File: config.mk
export PLATFORM = sky130hd
export DESIGN_NAME = load_store_unit
export DESIGN_NICKNAME = d
export VERILOG_FILES = /design/src/rtl/load_store_unit.sv
export SDC_FILE = /design/constraint.sdc
export NUM_CORES = 1
export LEC_CHECK = 0
export CAP_MARGIN = 20
export CORE_UTILIZATION = 39
export CTS_CLUSTER_DIAMETER = 50
export DETAILED_ROUTE_END_ITERATION = 6
export PLACE_DENSITY = 0.81
export REMOVE_ABC_BUFFERS = 1
export SETUP_SLACK_MARGIN = 0.4
export SYNTH_ARGS = -nofsm -noshare
export SYNTH_HDL_FRONTEND = slang
export SYNTH_SLANG_ARGS = --single-unit
export TNS_END_PERCENT = 50
File: constraint.sdc
create_clock -name clk -period 1.9 [get_ports clk]
set_input_delay 0.38 -clock clk [delete_from_list [all_inputs] [get_ports clk]]
set_output_delay 0.38 -clock clk [all_outputs]
set_load 0.02 [all_outputs]
File: src/rtl/load_store_unit.sv
// Memory-access stage: decodes RV32 load/store funct3, drives a ready-handshake
// data-memory request and returns sign/zero-extended load data for writeback.
module load_store_unit #(
  parameter int unsigned width    = 32,
  parameter int unsigned d        = 128,
  parameter int unsigned max_wait = 15
) (
  input  logic                 clk,
  input  logic                 reset,
  input  logic                 req_valid,
  input  logic                 is_load,
  input  logic                 is_store,
  input  logic [2:0]           funct3,
  input  logic [width-1:0]     addr,
  input  logic [width-1:0]     wdata,
  output logic                 stall,
  output logic                 done,
  output logic                 fault,
  output logic [width-1:0]     load_data,
  output logic                 mem_req,
  output logic                 mem_we,
  output logic [$clog2(d)-1:0] mem_addr,
  output logic [3:0]           mem_be,
  output logic [width-1:0]     mem_wdata,
  input  logic [width-1:0]     mem_rdata,
  input  logic                 mem_ready
);

  localparam int unsigned AW = $clog2(d);
  localparam int unsigned WW = $clog2(max_wait + 1);

  typedef enum logic [1:0] {IDLE, REQ, DONE} state_t;

  state_t         state;
  logic [1:0]     off_q;
  logic [2:0]     f3_q;
  logic           is_store_q;
  logic [WW-1:0]  wait_cnt;

  logic             bad_c;
  logic [3:0]       be_c;
  logic [width-1:0] wd_c;
  logic [7:0]       byte_c;
  logic [15:0]      half_c;
  logic [width-1:0] ld_c;

  // Upstream hold: while an access is being accepted or is outstanding
  assign stall = ((state == IDLE) && req_valid && (is_load || is_store)) || (state == REQ);

  // Legality checks plus store byte enables and lane-replicated store data
  always_comb begin
    bad_c = 1'b0;
    be_c  = 4'b0000;
    wd_c  = '0;
    if (is_load && is_store) bad_c = 1'b1;
    case (funct3)
      3'b000: begin
        be_c = 4'b0001 << addr[1:0];
        wd_c = width'({4{wdata[7:0]}});
      end
      3'b001: begin
        be_c = addr[1] ? 4'b1100 : 4'b0011;
        wd_c = width'({2{wdata[15:0]}});
        if (addr[0]) bad_c = 1'b1;
      end
      3'b010: begin
        be_c = 4'b1111;
        wd_c = wdata;
        if (addr[1:0] != 2'b00) bad_c = 1'b1;
      end
      3'b100: begin
        if (is_store) bad_c = 1'b1;
      end
      3'b101: begin
        if (is_store || addr[0]) bad_c = 1'b1;
      end
      default: bad_c = 1'b1;
    endcase
    if (addr[width-1:2] >= (width-2)'(d)) bad_c = 1'b1;
  end

  // Lane select and extension of the returned memory word
  always_comb begin
    byte_c = mem_rdata[7:0];
    half_c = off_q[1] ? mem_rdata[31:16] : mem_rdata[15:0];
    ld_c   = mem_rdata;
    case (off_q)
      2'd0:    byte_c = mem_rdata[7:0];
      2'd1:    byte_c = mem_rdata[15:8];
      2'd2:    byte_c = mem_rdata[23:16];
      default: byte_c = mem_rdata[31:24];
    endcase
    case (f3_q)
      3'b000:  ld_c = {{(width-8){byte_c[7]}}, byte_c};
      3'b001:  ld_c = {{(width-16){half_c[15]}}, half_c};
      3'b100:  ld_c = width'(byte_c);
      3'b101:  ld_c = width'(half_c);
      default: ld_c = mem_rdata;
    endcase
  end

  // Access FSM with registered memory-side and writeback-side outputs
  always_ff @(posedge clk) begin
    if (reset) begin
      state      <= IDLE;
      off_q      <= '0;
      f3_q       <= '0;
      is_store_q <= 1'b0;
      wait_cnt   <= '0;
      done       <= 1'b0;
      fault      <= 1'b0;
      load_data  <= '0;
      mem_req    <= 1'b0;
      mem_we     <= 1'b0;
      mem_addr   <= '0;
      mem_be     <= '0;
      mem_wdata  <= '0;
    end else begin
      done <= 1'b0;
      case (state)
        IDLE: begin
          if (req_valid && (is_load || is_store)) begin
            off_q      <= addr[1:0];
            f3_q       <= funct3;
            is_store_q <= is_store;
            wait_cnt   <= '0;
            if (bad_c) begin
              state     <= DONE;
              done      <= 1'b1;
              fault     <= 1'b1;
              load_data <= '0;
            end else begin
              state     <= REQ;
              mem_req   <= 1'b1;
              mem_we    <= is_store;
              mem_addr  <= addr[AW+1:2];
              mem_be    <= is_store ? be_c : 4'b0000;
              mem_wdata <= is_store ? wd_c : '0;
            end
          end
        end
        REQ: begin
          if (mem_ready) begin
            state     <= DONE;
            done      <= 1'b1;
            fault     <= 1'b0;
            load_data <= is_store_q ? '0 : ld_c;
            mem_req   <= 1'b0;
            mem_we    <= 1'b0;
            mem_addr  <= '0;
            mem_be    <= '0;
            mem_wdata <= '0;
          end else if (wait_cnt == WW'(max_wait - 1)) begin
            // Timed out: drop the request and report a fault
            state     <= DONE;
            done      <= 1'b1;
            fault     <= 1'b1;
            load_data <= '0;
            mem_req   <= 1'b0;
            mem_we    <= 1'b0;
            mem_addr  <= '0;
            mem_be    <= '0;
            mem_wdata <= '0;
          end else begin
            wait_cnt <= wait_cnt + WW'(1);
          end
        end
        DONE: begin
          state     <= IDLE;
          fault     <= 1'b0;
          load_data <= '0;
        end
        default: state <= IDLE;
      endcase
    end
  end

endmodule

## Word level (Yosys, flattened, before mapping)

Index checks and enable logic that the tools add are counted.

| word-level totals | value |
|---|---|
| logic and storage cells | 115 |
| register bits | 91 |
| output and inout bits | 80 |
| bits of input ports | 105 |

| cells by class | value |
|---|---|
| order comparisons | 1 |
| add/subtract/negate cells | 1 |
| equality and inequality tests | 18 |
| reduce and logical (&&, ||, !) cells | 19 |
| multiplexer cells | 62 |
| shifts and indexed selects | 1 |

Operators with widths:

| kind | number |
|---|---|
| $mux 32 | 9 |
| $pmux 32 s3 | 2 |
| $pmux 32 s4 | 1 |
| $pmux 32 s2 | 1 |
| $mux 4 | 9 |
| $ge 30x8->1 const B | 1 |
| $mux 7 | 4 |
| $pmux 8 s3 | 1 |
| $mux 1 | 20 |
| $mux 16 | 1 |
| $pmux 4 s2 | 2 |
| $pmux 7 s2 | 1 |
| $eq 3x3->1 const B | 4 |
| $pmux 4 s3 | 1 |
| $reduce_and 4->1 | 3 |
| $mux 2 | 4 |
| $ne 2x2->1 const B | 4 |
| $eq 3x1->1 const B | 2 |
| $logic_not 3->1 | 2 |
| $pmux 1 s2 | 3 |
| $pmux 1 s5 | 1 |
| $add 4x1->4 const B | 1 |
| $eq 2x1->1 const B | 2 |
| $eq 2x2->1 const B | 2 |
| 13 further kinds | 21 |

## Logic depth before layout (Yosys ltp)

Gate-level depths: netlist of run 1.

| depth | value |
|---|---|
| depth in word-level cells | 8 |
| depth in mapped cells | 8 |
| gate-level depth less buffers | 7 |

## Worst setup path before layout of run 1

OpenSTA, ideal clock, no wires.

| path | value |
|---|---|
| path type | input-to-reg |
| start | input port addr[6] |
| end | register mem_be[1] |
| path buffers | 1 |
| data arrival time | 1.900 ns |
| library setup time | 0.121 ns |
| stages on the path | 6 |
| setup slack | -0.120 ns |
| required time | 1.779 ns |
| cells stage by stage | or4b_1 o21ai_1 nor3_2 o22ai_1 buf_4 mux2_2 |

| between the ends | value |
|---|---|
| word-level cells in the longest chain between the ends | 4 |

Ends and longest elaborated chain:

| element | line | source |
|---|---|---|
| start: declaration | 14 | `input logic [width-1:0] addr,` |
| $ge 30x8->1 | 79 | `if (addr[width-1:2] >= (width-2)'(d)) bad_c = 1'b1;` |
| $mux 1 | 79 |  |
| $ne 2x2->1 (no line) | n/a |  |
| $reduce_and 4->1 (no line) | n/a |  |
| end signal: assignment | 137 | `mem_be <= is_store ? be_c : 4'b0000;` |
| end: declaration | 23 | `output logic [3:0] mem_be,` |

Every way passes these cells.
A chain may end at the register's enable or synchronous reset.

## Worst setup path after layout of run 1

| path | value |
|---|---|
| start | input port addr[17] |
| end | register mem_addr[6] |

| between the ends | value |
|---|---|
| word-level cells in the longest chain between the ends | 4 |

Ends and longest elaborated chain:

| element | line | source |
|---|---|---|
| $ge 30x8->1 | 79 |  |
| $mux 1 | 79 |  |
| $ne 2x2->1 (no line) | n/a |  |
| $reduce_and 4->1 (no line) | n/a |  |
| end signal: assignment | 136 | `mem_addr <= addr[AW+1:2];` |
| end: declaration | 22 | `output logic [$clog2(d)-1:0] mem_addr,` |

Every way passes these cells.

==> results of run 1 <==
==> where the power goes <==
group	total, mW	switching, mW	internal, mW
combinational	0.863	0.396	0.468
clock	2.06	0.736	1.32
sequential	1.94	0.0163	1.92
total	4.86	1.15	3.72
==> Yosys cell counts (all sizes together) (3+ instances only) <==
library cell / n / share of area [%]
mux2: 10 / 2.5
clkbuf: 22 / 1.9
o21ai: 37 / 4.2
dfxtp: 91 / 41
a21oi: 37 / 4.7
o2bb2ai: 8 / 2.6
mux2i: 19 / 4.3
a32o: 9 / 2.1
nand3: 3 / 0.34
inv: 3 / 0.25
or3: 10 / 1.4
nor3: 7 / 0.91
nand2: 47 / 4.0
nor4: 6 / 0.85
nand3b: 8 / 1.4
and3: 3 / 0.42
nand4: 3 / 0.42
nor2b: 21 / 3.0
nand2b: 46 / 6.5
a22o: 40 / 7.9
buf: 14 / 2.3
nor2: 17 / 1.4
==> repair_timing <==
action	4_1_cts	5_1_grt
setup endpoints to repair	166	96
setup buffers	13	0
cloned	7	2
resized for setup	252	45
pin swaps	38	66
hold buffers	0	0
==> sequential cells by signal (all words and copies together) (netlist names) <==
signal	cells
off_q	2
state	2
done	1
mem_be	4
f3_q	3
load_data	32
mem_req	1
fault	1
mem_we	1
is_store_q	1
mem_wdata	32
wait_cnt	4
mem_addr	7
==> layout make-up <==
cell class / count / area, µm²
inverters: 3 / 11.26
repair buffers: 254 / 2466
well taps: 140 / 175.2
multi-input cells: 355 / 2683
fillers: 851 / 3431
flip-flops and latches: 91 / 1826
clock inverters: 4 / 97.59
clock buffers: 12 / 246.5
==> cell families after synthesis <==
logic type	share of synthesized area [%]
adder cells (fa/ha/maj)	0.5662
AND/OR/NAND/NOR	22.23
buffers and inverters	4.445
AO/OA/AOI/OAI	23.78
multiplexers	7.361
flip-flops	41.22
XOR/XNOR	0.3964
==> layer usage <==
metal / share of wire (%) / vias up
li1: - / 2216
met4: 2.1 / 0
met1: 40 / 2275
met2: 50 / 247
met5: 0 / -
met3: 7.7 / 30
==> per-stage QoR <==
| step | hold slack (ns) | util (%) |
|---|---|---|
| after CTS | 0.2725 | 66.81 |
| after global placement | 0.4472 | 61.03 |
| final | 0.2779 | 68.63 |
| after detailed placement | 0.4589 | 61.03 |
| after global routing | 0.2771 | 68.63 |
| after floorplan | 0.4421 | - |
==> worst max-delay path: stages <==
cell and delay (ns):
buf_6 0.09, nor4_4 0.27, nand4_1 0.22, buf_4 0.21
nor3_4 0.23, buf_6 0.13, o32ai_4 0.07, buf_6 0.14
buf_6 0.10, buf_6 0.10, a32o_1 0.19
==> worst paths after layout <==
kind	end	slack, ns	cells past startpoint
worst min register to register	load_data[12]$_SDFFE_PP0P_	0.46	1
worst max-delay path	mem_addr[6]$_SDFFE_PP0P_	-0.01	11
worst min-delay path	mem_addr[5]$_SDFFE_PP0P_	0.28	3
worst max register to register	load_data[1]$_SDFFE_PP0P_	0	7
==> implementation parameters, run 1 <==
Parameter                              Value

Critical path
  Start point of the critical path    addr[17]
  Nature of the critical path endpoint    register
  Kind of start point of the critical path    input pin
  Startpoint of the lowest-slack register-to-register path    state[1]$_SDFFE_PP0P_
  Kind of critical path    in -> reg
  CP Data Required Time    2.13 ns
  Data arrival time at the worst-slack endpoint    2.15 ns
  Maximum fanout along the worst path    2

Die
  Die area    11760 µm²
  Core area    10940 µm²
  Die extent in y    108.5 µm
  # IOs    185
  Starting density of the core    40.41%
  Die boundary width    108.5 µm
  Std-Cell Rows    38

STA
  Minimum clock period    1.913 ns
  Accumulated negative setup slack    -0.01305 ns
  Relative slew slack    66.27%
  FMAX    522.7 MHz
  Tightest Pin Transition    0.5040 ns
  Fin worst setup slack    -0.01305 ns
  Hold Fails Final Rpt    0
  Count of endpoints failing setup in the final report    1
  Clk_skew    0.005556 ns
  Setup repair after global routing missed its margin    yes
  Period Utilization, post-route    100.7%
  Number of pins with negative max-slew slack in the final report    0

GRT
  Busiest layer in global routing    met2
  Total track usage    26.11%
  Met2 capacity usage during global routing    47.20%
  Global-route wire length before repair    23680 µm
  GR Layer Usage met3    5.907%
  Met1 Track Usage GR    30.35%
  Via count of the first global-routing pass    4811
  Number of antenna violations at the first check in global routing    0
  Residual overflow from global routing    0
  Pin count of the biggest net entering global routing    29

Placement
  Final GP Congestion    0.8348
  Post-detailed-placement half-perimeter wirelength    10340 µm
  Port Buf Inserts    184
  Post-Place Cell Area    6674 µm²
  Number of placed instances with taps included    821
  Minimum setup slack after placement    -0.7260 ns

Layout
  Final cell count without fillers    859
  Total non-filler cell area in the finished layout    7505 µm²
  Most frequent cells in the layout    88 x dfxtp_1, 82 x dlygate4sd2_1, 62 x clkdlybuf4s50_1, 45 x nand2b_1, 43 x nand2_1
  Most common cell after layout, fill and taps aside    dfxtp_1
  Fraction of layout instances using a drive strength above 1    25.17%
  Count of nets after finishing    821
  Count of inserted antenna diode cells    0
  Area Overhead vs Synth    69.82%

Logic synthesis
  Yosys warnings    0
  Combined area of all synthesized cells    4419 µm²
  Avg Synthesized Cell Area    9.112 µm²
  Number of instances in the synthesized netlist    485
  Synth cell types    50
  FFs w/ async S/R, synth    0%
  Sequential fraction of the synthesis area    41.22%
  Number of enable-type register cells in the synthesized netlist    0
  Ys flop type    dfxtp_1
  Number of register bits inferred by synthesis    91

Pwr
  Leak pwr    3.405 nW
  Total power of the final layout    4.864 mW
  Pwr Density    648.1 nW/µm²
  Worst vdd rail ir drop    0.4587 mV

Clock network
  Clock-pin slew of the registers on the worst-case setup and hold paths    0.06 ns
  Clock network latency to the later pin of the worst-skew pair    0.34 ns
  CTS root buf    clkbuf_16
  CTS tree    yes
  CTS Buffer Depth    2
  H-tree levels    3
  Clk sinks    91
  Number of buffers created by CTS    9

Routing
  DRC violation count after routing    0
  Total number of vias    4768
  Number of vias per cell    5.551
  Detailed-router iteration count before antenna repair    5
  Initial detailed-routing violation count    246
  Antenna Nets Post-Route    0
  Detail-routed net length per standard cell    18.36 µm
  Total Wirelength    15770 µm

Outcome
  Failing checks    negative setup slack
  Outcome    complete, but fails checks

Flow run
  Total of max-cap violations    0

Min path
  Worst hold start    addr[7]
  Hold/Removal Path Class    in -> reg
No activity file was read; power rests on OpenSTA's default activity.
==> run 2, diff against run 1 <==
--- a/config.mk
+++ b/config.mk
@@ -6,10 +6,11 @@
 export NUM_CORES = 1
 export LEC_CHECK = 0
 export CAP_MARGIN = 20
+export CORE_MARGIN = 10
 export CORE_UTILIZATION = 39
 export CTS_CLUSTER_DIAMETER = 50
 export DETAILED_ROUTE_END_ITERATION = 6
-export PLACE_DENSITY = 0.81
+export PLACE_DENSITY = 0.74
 export REMOVE_ABC_BUFFERS = 1
 export SETUP_SLACK_MARGIN = 0.4
 export SYNTH_ARGS = -nofsm -noshare
==> run 2 against run 1 <==
- the flow still finishes with violations (negative setup slack)
- critical path depth decreased by 1
- final area increased by 0.55%
- maximum frequency decreased by 5.3%
- critical path type unchanged
- largest power group is now registers
==> implementation parameters, run 2 (same netlist as run 1, synthesis figures left out) <==
Parameter                              Value

STA
  Relative slew slack    64.73% (was 66.27%)
  FMAX    494.9 MHz (was 522.7 MHz)
  Tightest Pin Transition    0.5291 ns (was 0.5040 ns)
  Fin worst setup slack    -0.1206 ns (was -0.01305 ns)
  Period Utilization, post-route    106.3% (was 100.7%)
  Clk_skew    0.01463 ns (was 0.005556 ns)
  Minimum clock period    2.021 ns (was 1.913 ns)
  Count of endpoints failing setup in the final report    62 (was 1)
  Number of pins with negative max-slew slack in the final report    0 (unchanged)
  Hold Fails Final Rpt    0 (unchanged)
  Setup repair after global routing missed its margin    yes (unchanged)

Clock network
  CTS root buf    clkbuf_16 (unchanged)
  CTS Buffer Depth    2 (unchanged)
  Number of buffers created by CTS    9 (unchanged)
  H-tree levels    3 (unchanged)
  Clk sinks    91 (unchanged)
  Cts hold-fix bufs    0 (unchanged)
  CTS tree    yes (unchanged)
  Clock-pin slew of the registers on the worst-case setup and hold paths    0.08 ns (was 0.06 ns)
  Clock network latency to the later pin of the worst-skew pair    0.34 ns (about the same)

Die
  Std-Cell Rows    38 (unchanged)
  # IOs    185 (unchanged)
  Die area    15990 µm² (was 11760 µm²)
  Die boundary width    126.5 µm (was 108.5 µm)
  Die extent in y    126.5 µm (was 108.5 µm)
  Core area    10980 µm² (was 10940 µm²)
  Starting density of the core    40.24% (was 40.41%)

GRT
  Number of antenna violations at the first check in global routing    0 (unchanged)
  Global-route wire length before repair    27640 µm (was 23680 µm)
  Pin count of the biggest net entering global routing    29 (unchanged)
  Via count of the first global-routing pass    5162 (was 4811)
  Residual overflow from global routing    0 (unchanged)
  Total track usage    21.02% (was 26.11%)

Critical path
  Data arrival time at the worst-slack endpoint    2.31 ns (was 2.15 ns)
  Kind of start point of the critical path    input pin (unchanged)
  CP Data Required Time    2.19 ns (was 2.13 ns)
  Endpoint of the most critical register-to-register path    load_data[10]$_SDFFE_PP0P_ (was load_data[1]$_SDFFE_PP0P_)
  Kind of critical path    in -> reg (unchanged)
  Worst-case reg-to-reg path depth    8 (was 7)
  Nature of the critical path endpoint    register (unchanged)
  Slack of the worst reg-to-reg path    -0.10 ns (was 0 ns)
  Startpoint of the lowest-slack register-to-register path    state[0]$_SDFFE_PP0P_ (was state[1]$_SDFFE_PP0P_)
  Maximum fanout along the worst path    8 (was 2)

Pwr
  Leak pwr    3.406 nW (was 3.405 nW)
  Pwr Density    607.4 nW/µm² (was 648.1 nW/µm²)
  Worst vdd rail ir drop    0.5094 mV (was 0.4587 mV)

Routing
  DRC violation count after routing    0 (unchanged)
  Total Wirelength    17550 µm (was 15770 µm)
  Detailed-router iteration count before antenna repair    4 (was 5)
  Antenna Nets Post-Route    0 (unchanged)
  Number of vias per cell    5.455 (was 5.551)
  Detail-routed net length per standard cell    20.13 µm (was 18.36 µm)
  Total number of vias    4757 (was 4768)
  Initial detailed-routing violation count    341 (was 246)

Outcome
  Outcome    complete, but fails checks (unchanged)
  Failing checks    negative setup slack (unchanged)

Layout
  Fraction of layout instances using a drive strength above 1    25.68% (was 25.17%)
  Count of nets after finishing    834 (was 821)
  Combined flip-flop and latch cell area    1827 µm² (was 1826 µm²)
  Fill cell count    833 (was 851)
  Area taken by multi-input logic gates    2655 µm² (was 2683 µm²)
  Top Registers    load_data (32), mem_wdata (32), mem_addr (7) (unchanged)
  Most common cell after layout, fill and taps aside    dfxtp_1 (unchanged)
  Most frequent cells in the layout    87 x dfxtp_1, 82 x dlygate4sd2_1, 65 x clkdlybuf4s50_1, 52 x buf_4, 46 x nand2_1 (was 88 x dfxtp_1, 82 x dlygate4sd2_1, 62 x clkdlybuf4s50_1, 45 x nand2b_1, 43 x nand2_1)
  Total non-filler cell area in the finished layout    7546 µm² (was 7505 µm²)
  Area Overhead vs Synth    70.75% (was 69.82%)
  Count of inserted antenna diode cells    0 (unchanged)
  Fin util    68.71% (was 68.63%)

Min path
  Worst min-delay path endpoint    mem_addr[1]$_SDFFE_PP0P_ (was mem_addr[5]$_SDFFE_PP0P_)
  Depth of the worst hold-timing path    3 (unchanged)
  Worst hold start    addr[3] (was addr[7])
  Hold/Removal Path Class    in -> reg (unchanged)

Placement
  Post-Place Cell Area    6720 µm² (was 6674 µm²)
  Post-detailed-placement half-perimeter wirelength    11920 µm (was 10340 µm)
  Port Buf Inserts    184 (unchanged)
  Final GP Congestion    0.8203 (was 0.8348)

Flow run
  Total of max-cap violations    0 (unchanged)
run 2: routing by layer:
metal  vias up  wire, µm  global-route usage, %
li1       2242         -                      -
met1      2267      7049                  23.98
met2       213      8459                  35.57
met3        35      1509                  6.206
met4         0       536                  9.377
met5         -         0                      0
run 2: repair_timing:
action,4_1_cts,5_1_grt
pin swaps,39,14
cloned,7,0
endpoints found under the setup margin,171,85
setup buffers,19,2
resized for setup,275,13
run 2: where the power goes:
group | internal (mW) | switching, mW | total (mW)
Clock | 0.977 | 0.821 | 1.80
Combinational | 0.463 | 0.383 | 0.846
Sequential | 1.92 | 0.0159 | 1.94
run 2: how the worst max path moves through the flow:
stage	startpoint	end	slack, ns	depth (start not counted)
CTS	funct3[0]	load_data[20]$_SDFFE_PP0P_	-0.12	10
global route	funct3[0]	load_data[10]$_SDFFE_PP0P_	-0.20	10
detailed placement	addr[6]	mem_wdata[17]$_SDFFE_PP0P_	-0.73	8
global placement	addr[6]	mem_wdata[18]$_SDFFE_PP0P_	-0.67	8
finish	funct3[0]	load_data[10]$_SDFFE_PP0P_	-0.12	10
floorplan	addr[6]	mem_be[1]$_SDFFE_PP0P_	-1.25	5
run 2: layout make-up:
class / count / share of cell area [%]
tap: 140 / 2.321
inverter: 3 / 0.1492
sequential: 91 / 24.21
timing repair buffer: 267 / 34.21
multi-input combinational: 355 / 35.18
clock inverter: 5 / 0.5803
clock buffer: 11 / 3.349
run 2: stage by stage:
stage	setup slack (ns)	hold WS [ns]	total power, mW	instances	setup TNS [ns]
finish	-0.1206	0.3033	4.584	872	-4.376
detailed placement	-0.7287	0.4572	2.687	828	-53.49
global route	-0.2044	0.3125	4.731	872	-9.540
CTS	-0.1230	0.2889	4.547	870	-2.594
global placement	-0.6690	0.4459	2.673	828	-51.92
floorplan	-1.247	0.4421	2.247	449	-37.72
run 2: worst max-delay path, cell delays in order:
cell and delay, ns:
buf_6 0.10, o41ai_4 0.36, o21ai_2 0.11, buf_4 0.15, or4_4 0.54, a21oi_4 0.17
buf_6 0.14, buf_12 0.10, buf_16 0.12, a32o_1 0.13
